--- src/rtl/uart_pkg.sv ---
// Shared UART definitions: receiver FSM states, oversampling constants and
// the 5-bit frame config layout common to transmitter and receiver.
package uart_pkg;

  typedef enum logic [2:0] {
    ST_IDLE      = 3'd0,
    ST_START_CHK = 3'd1,
    ST_DATA      = 3'd2,
    ST_PARITY    = 3'd3,
    ST_STOP      = 3'd4,
    ST_DONE      = 3'd5
  } rx_state_e;

  localparam int SAMPLE_COUNTER_MAX = 15;
  localparam int SAMPLE_MID         = 7;
  localparam int BASE_DATA_BITS     = 5;

  // conf = {data_size[1:0], stop_size[1:0], parity_en}
  localparam int CONF_WIDTH         = 5;
  localparam int CONF_PARITY_EN_POS = 0;
  localparam int CONF_STOP_SIZE_LSB = 1;
  localparam int CONF_DATA_SIZE_LSB = 3;
  localparam int CONF_DATA_SIZE_W   = 2;

endpackage

--- src/rtl/sync_2ff.sv ---
// Two-flop synchronizer for a single asynchronous input; both flops are
// preset to RESET_VAL so the output is quiet coming out of reset.
module sync_2ff #(
  parameter logic RESET_VAL = 1'b0
) (
  input  logic clk_i,
  input  logic rstn_i,
  input  logic d_i,
  output logic q_o
);

  logic meta;

  always_ff @(posedge clk_i or negedge rstn_i) begin
    if (!rstn_i) begin
      meta <= RESET_VAL;
      q_o  <= RESET_VAL;
    end else begin
      meta <= d_i;
      q_o  <= meta;
    end
  end

endmodule

--- src/rtl/rx_module.sv ---
// UART receiver using a 16x oversampling baud enable; optional 3-sample
// majority vote per bit when RX_MAJORITY_VOTE_EN is defined.
//
// state        | meaning
// ST_IDLE      | waiting for a start level on the line
// ST_START_CHK | confirming the start bit at mid-bit
// ST_DATA      | sampling data bits, LSB first
// ST_PARITY    | sampling the even-parity bit
// ST_STOP      | sampling stop bits
// ST_DONE      | one clk: publish word and flags
module rx_module
  import uart_pkg::*;
#(
  parameter int   MAX_DATA_WIDTH       = 8,
  parameter int   DATA_COUNTER_WIDTH   = 3,
  parameter int   STOP_CONF_WIDTH      = 2,
  parameter int   SAMPLE_COUNTER_WIDTH = 4,
  parameter logic LINE_IDLE            = 1'b0
) (
  input  logic                      clk_i,
  input  logic                      rstn_i,
  input  logic                      baud_en_i,
  input  logic                      rx_en_i,
  input  logic [CONF_WIDTH-1:0]     rx_conf_i,
  input  logic                      uart_rx_i,
  output logic [MAX_DATA_WIDTH-1:0] rx_data_o,
  output logic                      rx_valid_o,
  output logic                      rx_parity_err_o,
  output logic                      rx_frame_err_o,
  output logic                      rx_busy_o
);

  localparam logic START_LVL = ~LINE_IDLE;
  localparam logic [SAMPLE_COUNTER_WIDTH-1:0] CNT_MAX = SAMPLE_COUNTER_WIDTH'(SAMPLE_COUNTER_MAX);
  localparam logic [SAMPLE_COUNTER_WIDTH-1:0] CNT_MID = SAMPLE_COUNTER_WIDTH'(SAMPLE_MID);

  rx_state_e state, state_nxt;

  logic                            rx_s;
  logic [SAMPLE_COUNTER_WIDTH-1:0] sample_cnt;
  logic [DATA_COUNTER_WIDTH-1:0]   data_idx;
  logic [DATA_COUNTER_WIDTH-1:0]   data_last;
  logic [DATA_COUNTER_WIDTH-1:0]   data_last_nxt;
  logic [STOP_CONF_WIDTH-1:0]      stop_idx;
  logic [STOP_CONF_WIDTH-1:0]      stop_last;
  logic                            parity_en_q;
  logic [MAX_DATA_WIDTH-1:0]       data_shift;
  logic                            parity_err_q;
  logic                            frame_err_q;
  logic                            sample_point;
  logic                            bit_val;
  logic                            start_seen;

  sync_2ff #(
    .RESET_VAL(LINE_IDLE)
  ) u_sync_rx (
    .clk_i (clk_i),
    .rstn_i(rstn_i),
    .d_i   (uart_rx_i),
    .q_o   (rx_s)
  );

`ifdef RX_MAJORITY_VOTE_EN
  localparam logic [SAMPLE_COUNTER_WIDTH-1:0] CNT_VOTE2 = CNT_MID + 1'b1;
  localparam logic [SAMPLE_COUNTER_WIDTH-1:0] CNT_VOTE3 = CNT_MID + 2'd2;

  logic vote_a, vote_b;

  always_ff @(posedge clk_i or negedge rstn_i) begin
    if (!rstn_i) begin
      vote_a <= LINE_IDLE;
      vote_b <= LINE_IDLE;
    end else if (baud_en_i && rx_busy_o) begin
      if (sample_cnt == CNT_MID)   vote_a <= rx_s;
      if (sample_cnt == CNT_VOTE2) vote_b <= rx_s;
    end
  end

  assign sample_point = (sample_cnt == CNT_VOTE3);
  assign bit_val      = (vote_a & vote_b) | (vote_a & rx_s) | (vote_b & rx_s);
`else
  assign sample_point = (sample_cnt == CNT_MID);
  assign bit_val      = rx_s;
`endif

  assign rx_busy_o  = (state == ST_START_CHK) || (state == ST_DATA) ||
                      (state == ST_PARITY)    || (state == ST_STOP);
  assign start_seen = baud_en_i && rx_en_i && (rx_s == START_LVL);
  assign data_last_nxt = DATA_COUNTER_WIDTH'(BASE_DATA_BITS - 1) +
                         DATA_COUNTER_WIDTH'(rx_conf_i[CONF_DATA_SIZE_LSB +: CONF_DATA_SIZE_W]);

  always_ff @(posedge clk_i or negedge rstn_i) begin
    if (!rstn_i) state <= ST_IDLE;
    else         state <= state_nxt;
  end

  always_comb begin
    state_nxt = state;
    case (state)
      ST_IDLE: begin
        if (start_seen) state_nxt = ST_START_CHK;
      end
      ST_START_CHK: begin
        if (baud_en_i) begin
          if (!rx_en_i)          state_nxt = ST_IDLE;
          else if (sample_point) state_nxt = (bit_val == START_LVL) ? ST_DATA : ST_IDLE;
        end
      end
      ST_DATA: begin
        if (baud_en_i) begin
          if (!rx_en_i) state_nxt = ST_IDLE;
          else if (sample_point && data_idx == data_last)
            state_nxt = parity_en_q ? ST_PARITY : ST_STOP;
        end
      end
      ST_PARITY: begin
        if (baud_en_i) begin
          if (!rx_en_i)          state_nxt = ST_IDLE;
          else if (sample_point) state_nxt = ST_STOP;
        end
      end
      ST_STOP: begin
        if (baud_en_i) begin
          if (!rx_en_i) state_nxt = ST_IDLE;
          else if (sample_point && stop_idx == stop_last) state_nxt = ST_DONE;
        end
      end
      ST_DONE:  state_nxt = ST_IDLE;
      default:  state_nxt = ST_IDLE;
    endcase
  end

  // Counter keeps running through the start check so count 7 stays mid-bit.
  always_ff @(posedge clk_i or negedge rstn_i) begin
    if (!rstn_i) begin
      sample_cnt   <= '0;
      data_idx     <= '0;
      data_last    <= '0;
      stop_idx     <= '0;
      stop_last    <= '0;
      parity_en_q  <= 1'b0;
      data_shift   <= '0;
      parity_err_q <= 1'b0;
      frame_err_q  <= 1'b0;
    end else if (baud_en_i) begin
      if (state == ST_IDLE) begin
        if (start_seen) begin
          sample_cnt   <= '0;
          data_idx     <= '0;
          stop_idx     <= '0;
          data_last    <= data_last_nxt;
          stop_last    <= rx_conf_i[CONF_STOP_SIZE_LSB +: STOP_CONF_WIDTH];
          parity_en_q  <= rx_conf_i[CONF_PARITY_EN_POS];
          data_shift   <= '0;
          parity_err_q <= 1'b0;
          frame_err_q  <= 1'b0;
        end
      end else if (rx_busy_o) begin
        sample_cnt <= (sample_cnt == CNT_MAX) ? '0 : sample_cnt + 1'b1;
        if (sample_point) begin
          case (state)
            ST_DATA: begin
              data_shift[data_idx] <= bit_val;
              data_idx             <= data_idx + 1'b1;
            end
            ST_PARITY: parity_err_q <= (bit_val != ^data_shift);
            ST_STOP: begin
              if (bit_val != LINE_IDLE) frame_err_q <= 1'b1;
              stop_idx <= stop_idx + 1'b1;
            end
            default: ;
          endcase
        end
      end
    end
  end

  always_ff @(posedge clk_i or negedge rstn_i) begin
    if (!rstn_i) begin
      rx_data_o       <= '0;
      rx_valid_o      <= 1'b0;
      rx_parity_err_o <= 1'b0;
      rx_frame_err_o  <= 1'b0;
    end else begin
      rx_valid_o <= 1'b0;
      if (state == ST_DONE) begin
        rx_valid_o      <= 1'b1;
        rx_data_o       <= data_shift;
        rx_parity_err_o <= parity_err_q;
        rx_frame_err_o  <= frame_err_q;
      end
    end
  end

endmodule

--- config.mk ---
export PLATFORM = sky130hd
export DESIGN_NAME = rx_module
export DESIGN_NICKNAME = d
export VERILOG_FILES = /design/src/rtl/uart_pkg.sv /design/src/rtl/sync_2ff.sv /design/src/rtl/rx_module.sv
export SDC_FILE = /design/constraint.sdc
export NUM_CORES = 1
export LEC_CHECK = 0
export BUFFER_PORTS_ARGS = -buffer_cell sky130_fd_sc_hd__buf_2
export CAP_MARGIN = 20
export CORE_UTILIZATION = 55
export DETAILED_ROUTE_END_ITERATION = 12
export HOLD_SLACK_MARGIN = 0.02
export PLACE_DENSITY = 0.81
export SLEW_MARGIN = 20
export SYNTH_ARGS = -nofsm -noshare
export SYNTH_HDL_FRONTEND = slang
export SYNTH_HIERARCHICAL = 1
export SYNTH_SLANG_ARGS = --single-unit
--- constraint.sdc ---
create_clock -name clk_i -period 1.9 [get_ports clk_i]
set_input_delay 0.19 -clock clk_i [delete_from_list [all_inputs] [get_ports clk_i]]
set_output_delay 0.19 -clock clk_i [all_outputs]
set_load 0.02 [all_outputs]
# ---- Word level (Yosys, flattened, before mapping)
# Index checks and enable logic that the tools add are counted.
dict set report totals {
  regBits 41
}
dict set report op_classes {
  addsub 4
  magnitude_cmp 2
  n_eq_ne 19
  n_mux 49
  reduce_logical 23
}
# operator n
set op_table {}
lappend op_table {{$mux 3} 19}
lappend op_table {{$mux 8} 5}
lappend op_table {{$mux 4} 4}
lappend op_table {{$pmux 3 s5} 1}
lappend op_table {{$reduce_and 5->1} 3}
lappend op_table {{$mux 1} 12}
lappend op_table {{$mux 2} 6}
lappend op_table {{$reduce_bool 2->1} 6}
lappend op_table {{$ne 2x2->1 const B} 5}
lappend op_table {{$reduce_and 9->1} 1}
lappend op_table {{$bwmux 8} 1}
lappend op_table {{$reduce_xor 8->1} 1}
lappend op_table {{$eq 3x2->1 const B} 2}
lappend op_table {{$eq 3x3->1 const B} 2}
lappend op_table {{$ne 3x2->1 const B} 2}
lappend op_table {{$ne 3x3->1 const B} 2}
lappend op_table {{$reduce_and 3->1} 2}
lappend op_table {{$reduce_and 6->1} 1}
lappend op_table {{$logic_and 1x1->1} 5}
lappend op_table {{$add 4x1->4 const B} 1}
lappend op_table {{$eq 4x3->1 const B} 1}
lappend op_table {{$eq 4x4->1 const B} 1}
lappend op_table {{$lt 3x4->1 const B} 1}
lappend op_table {{$add 3x1->3 const B} 1}
lappend op_table {{other kinds (10)} 12}

# ---- Depth between registers and ports, before layout
dict set report depth {
  word_depth 9
  mapped_depth 7
  mapped_depth_nobuf 6
}

# ---- Modules after synthesis
# The synthesis kept the hierarchy.
# module instances cells_each area_per_inst_um2
set modules_own_cells {}
lappend modules_own_cells {rx_module 1 186 2117.0}
lappend modules_own_cells {sync_2ff 1 2 50.0}

# ---- Worst setup path after synthesis
# OpenSTA, ideal clock, no wires.
dict set report synth_timing {
  path_type {flip-flop to flip-flop}
  start {reg sample_cnt[0]}
  end {reg data_shift[2]}
  setup_ns 0.140
  t_arrival_ns 1.525
  setup_slack_ns 0.235
  stages_incl_launch_ff 8
  path_buffers 1
  synth_period_minus_slack_ns 1.665
  path_cell_list {dfrtp_1 -> ha_1 -> nand3b_4 -> a21boi_4 -> nand2_2 -> buf_6 -> o311ai_2 -> o41ai_1}
}
dict set report synth_between {
  elab_chain_cells 3
}
# item line_no
set synth_rtl {}
lappend synth_rtl {{start, declared} rx_module.sv:40} ;# logic [SAMPLE_COUNTER_WIDTH-1:0] sample_cnt;
lappend synth_rtl {{start signal, assigned} rx_module.sv:159} ;# sample_cnt <= (sample_cnt == CNT_MAX) ? '0 : sample_cnt + 1'b1;
lappend synth_rtl {{$eq 4x3->1} rx_module.sv:82} ;# assign sample_point = (sample_cnt == CNT_MID);
lappend synth_rtl {{$reduce_bool 2->1 (no line)} -}
lappend synth_rtl {{$reduce_and 5->1 (no line)} -}
lappend synth_rtl {{end signal, assigned by index} rx_module.sv:163} ;# data_shift[data_idx] <= bit_val;
lappend synth_rtl {{end, declared} rx_module.sv:47} ;# logic [MAX_DATA_WIDTH-1:0] data_shift;
# No other way between the ends.
# A chain may end at the register's enable or synchronous reset.

# ---- Worst setup path in the final report
dict set report layout_timing {
  start {reg state[1]}
  end {reg state[0]}
}
dict set report layout_between {
  elab_chain_cells 3
  elab_cells_between_ends 16
}
# item line_no
set layout_rtl {}
lappend layout_rtl {{start, declared} rx_module.sv:37} ;# rx_state_e state, state_nxt;
lappend layout_rtl {{start signal, assigned} rx_module.sv:94} ;# else state <= state_nxt;
lappend layout_rtl {{$eq 3x3->1 (tied with other cells)} rx_module.sv:99} ;# case (state)
lappend layout_rtl {{$ne 3x2->1 (no line) (tied with other cells)} -}
lappend layout_rtl {{$reduce_and 9->1 (no line)} -}
# Several ways; a longest one is shown, not always the timed one.

==> metrics.md <==
| Metric | Value |
|---|---|
| Max-slew headroom | 0.674 |
| Cell Area, Synth | 2170 um2 |
| H-tree depth | 2 |
| Routed Antenna Nets | 0 |
| Max-cap violations | 0 |
| Worst EP required | 2.07 ns |
| Synth Net Count | 200 |
| Vias in the first global route | 1462 |
| Initial antenna violation count | 0 |
| R2r startpoint | state[1]$_DFFE_PN0P_ |
| Final period util | 0.930 |
| Seq/Total Area, Yosys | 0.473 |
| Worst r2r path cells | 6 |
| # Post-CTS Setup Buffers | 0 |
| Die extent in x | 64.8 um |
| Placed insts | 252 |
| Unrepaired setup endpoints after global routing | false |
| Number of cells on the critical path | 6 |
| DIE AREA | 4200 um2 |
| Total gr overflow | 0 |
| Final wirelength | 4110 um |
| Nets | 225 |
| Critical Path Source | state[1]$_DFFE_PN0P_ |
| Critical path endpoint | state[0]$_DFFE_PN0P_ |
| Fmax | 566 MHz |
| Top cells by area, synth | dfrtp_1 47%, mux2_2 7.8%, xnor2_1 4.4% |
| CP top delay family | flip-flops |
| Port buffer count | 21 |
| Setup_tns | 0 ns |
| Slew of the pin with the lowest slew margin | 0.488 ns |
| Synth area leader | dfrtp_1 |
| Critical Path Slowest Stage Cell | dfrtp_1 |
| FF-to-FF End | state[0]$_DFFE_PN0P_ |
| Final Hold Fails | 0 |
| CP Capture Type | register |
| Pre-CTS setup slack | 0.0288 ns |
| Initial DRC Count | 100 |
| Post-Synthesis Cells | 188 |
| Die Height | 64.8 um |
| Synth top area share | 0.473 |
| Crit-path max FO | 7 |
| Yosys warning count | 6 |
| Final Critical Period | 1.77 ns |
| CTS tree | yes |
| Total GRT Usage | 0.210 |
| Syn avg cell area | 11.5 um2 |
| Status | finished, final reports clean |
| Crit Path Class | register to register |
| ANT cells | 0 |
| Clock Sinks | 41 |
| WP data arrival | 1.94 ns |
| Most frequent cells after synthesis | 41 x dfrtp_1, 15 x mux2_2, 11 x nand2_1, 11 x xnor2_1, 10 x o21ai_0 |
| CP Launch Type | register |
| Peak supply drop | 0.765 mV |
| DR WL/cell | 15.8 um |
| Non-Filler Instances | 261 |
| PwrDens | 1340 nW/um2 |
| CTS root buffer | clkbuf_8 |
| Ys async rst share | 1.00 |
| Placement Rows | 22 |
| Worst skew pair latency | 0.30 ns |
| Final Max Tran Viols | 0 |
| Top_reg_cell synth | dfrtp_1 |
| Clock tree buffer depth | 2 |
| HP Class | input pin to register |
| Fin worst setup slack | 0.133 ns |
| Post-route DRC | 0 |
| EDFF count, synth | 0 |
| CP max stage delay | 0.60 ns |
| Area Growth Syn to Fin | 13.7% |
| Crit-path cells | buf_4 -> inv_1 -> a311oi_1 -> a31oi_1 -> nand2b_1 -> a22o_1 |
| Share of cells above drive strength 1 | 0.324 |
| FF-to-FF setup slack | 0.13 ns |
| First-pass GRT wire length | 6620 um |
| Via-to-Cell Ratio | 5.98 |
| Final setup vio count | 0 |
| Clock buffers created by TritonCTS | 5 |
| Most common cell in the netlist | dfrtp_1 |
| Distinct cells, synth | 56 |
| Yosys reg bits | 41 |
| Number of I/O pins | 22 |
| Initial Utilization | 0.583 |
| Pre-antenna DRT Iters | 4 |
| Detailed Place HPWL | 2940 um |
| Leakage power | 0.00116 uW |
| Core area | 3720 um2 |
| Vias | 1562 |
| Largest net degree at the start of global routing | 42 |
| Worst Path Buf+Inv | 2 |
| Final RePlAce weighted congestion | 0.871 |
| Clk slew on worst S/H paths | 0.06 ns |
| Final clock skew | 0.0104 ns |
[power by group]
group	internal (uW)	total [uW]	switching (uW)
clock	288	556	268
combinational	623	1390	765
sequential	1080	1370	284
total	1990	3310	1320
[state kept, by name (all words and copies together), names as in the netlist]
name	flops
rx_parity_err_o	1
stop_last	2
rx_data_o	8
stop_idx	2
data_idx	3
frame_err_q	1
parity_err_q	1
rx_frame_err_o	1
data_shift	8
data_last	3
parity_en_q	1
sample_cnt	4
rx_valid_o	1
u_sync_rx/meta	1
state	3
u_sync_rx/q_o	1
[metal layers]
metal,GRT usage,part of all wire,vias to the layer above
met5,0,0,-
met4,0.0778,0.015,0
met3,0.0599,0.051,8
met2,0.336,0.49,53
met1,0.271,0.44,754
li1,-,-,747
[kinds of logic after synthesis]
logic type      Yosys count  share of synthesized area
compound gates           57                      0.214
xor+xnor                 13                     0.0589
fa+ha+maj                 2                     0.0115
buf+inv                  17                     0.0427
flops                    41                      0.473
mux                      16                     0.0826
simple gates             42                      0.117
[cell usage in the layout (no fill, tap or decap), types with 5 or more instances in the layout]
master    count
a22o_1        5
buf_2        21
buf_4         7
clkbuf_8      6
dfrtp_1      39
inv_1         5
mux2_2       15
nand2_1      11
nand2b_1      5
nor2_1        5
o21ai_0      10
o41ai_1       5
xnor2_1      11
[worst min-delay path by stage]
stage / startpoint / slack [ns] / cells past startpoint / endpoint
after floorplan: rstn_i / -0.11 / 0 / data_idx[0]$_DFFE_PN0P_
after global placement: rstn_i / 0.27 / 2 / rx_data_o[7]$_DFFE_PN0P_
after detailed placement: rstn_i / 0.28 / 2 / rx_data_o[2]$_DFFE_PN0P_
after CTS: rx_conf_i[0] / 0.12 / 2 / parity_en_q$_DFFE_PN0P_
after global routing: rx_conf_i[3] / 0.12 / 2 / data_last[0]$_DFFE_PN0P_
final: rx_conf_i[0] / 0.13 / 2 / parity_en_q$_DFFE_PN0P_
[cell type report]
type / count / area (um2)
Clock buffer: 7 / 86.3
Fill cell: 296 / 1250
Inverter: 5 / 18.8
Multi-Input combinational cell: 130 / 1090
Sequential cell: 41 / 1030
Tap cell: 48 / 60.1
Timing Repair Buffer: 30 / 178
[per-stage QoR]
stage                     power, uW   util  hold slack [ns]  cell area [um2]
final                          3310  0.663            0.132             2460
after global routing           3510  0.663            0.125             2460
after CTS                      3230  0.651            0.119             2420
after detailed placement       2660  0.622            0.279             2310
after global placement         2580  0.622            0.270             2310
after floorplan                2360      -           -0.106             2170
[repair_timing]
action	in CTS	in global routing
resized for setup	0	10
endpoints found under the setup margin	0	9
hold buffers	2	0
hold endpoints to repair	42	0
(Power assumes the default switching activity.)
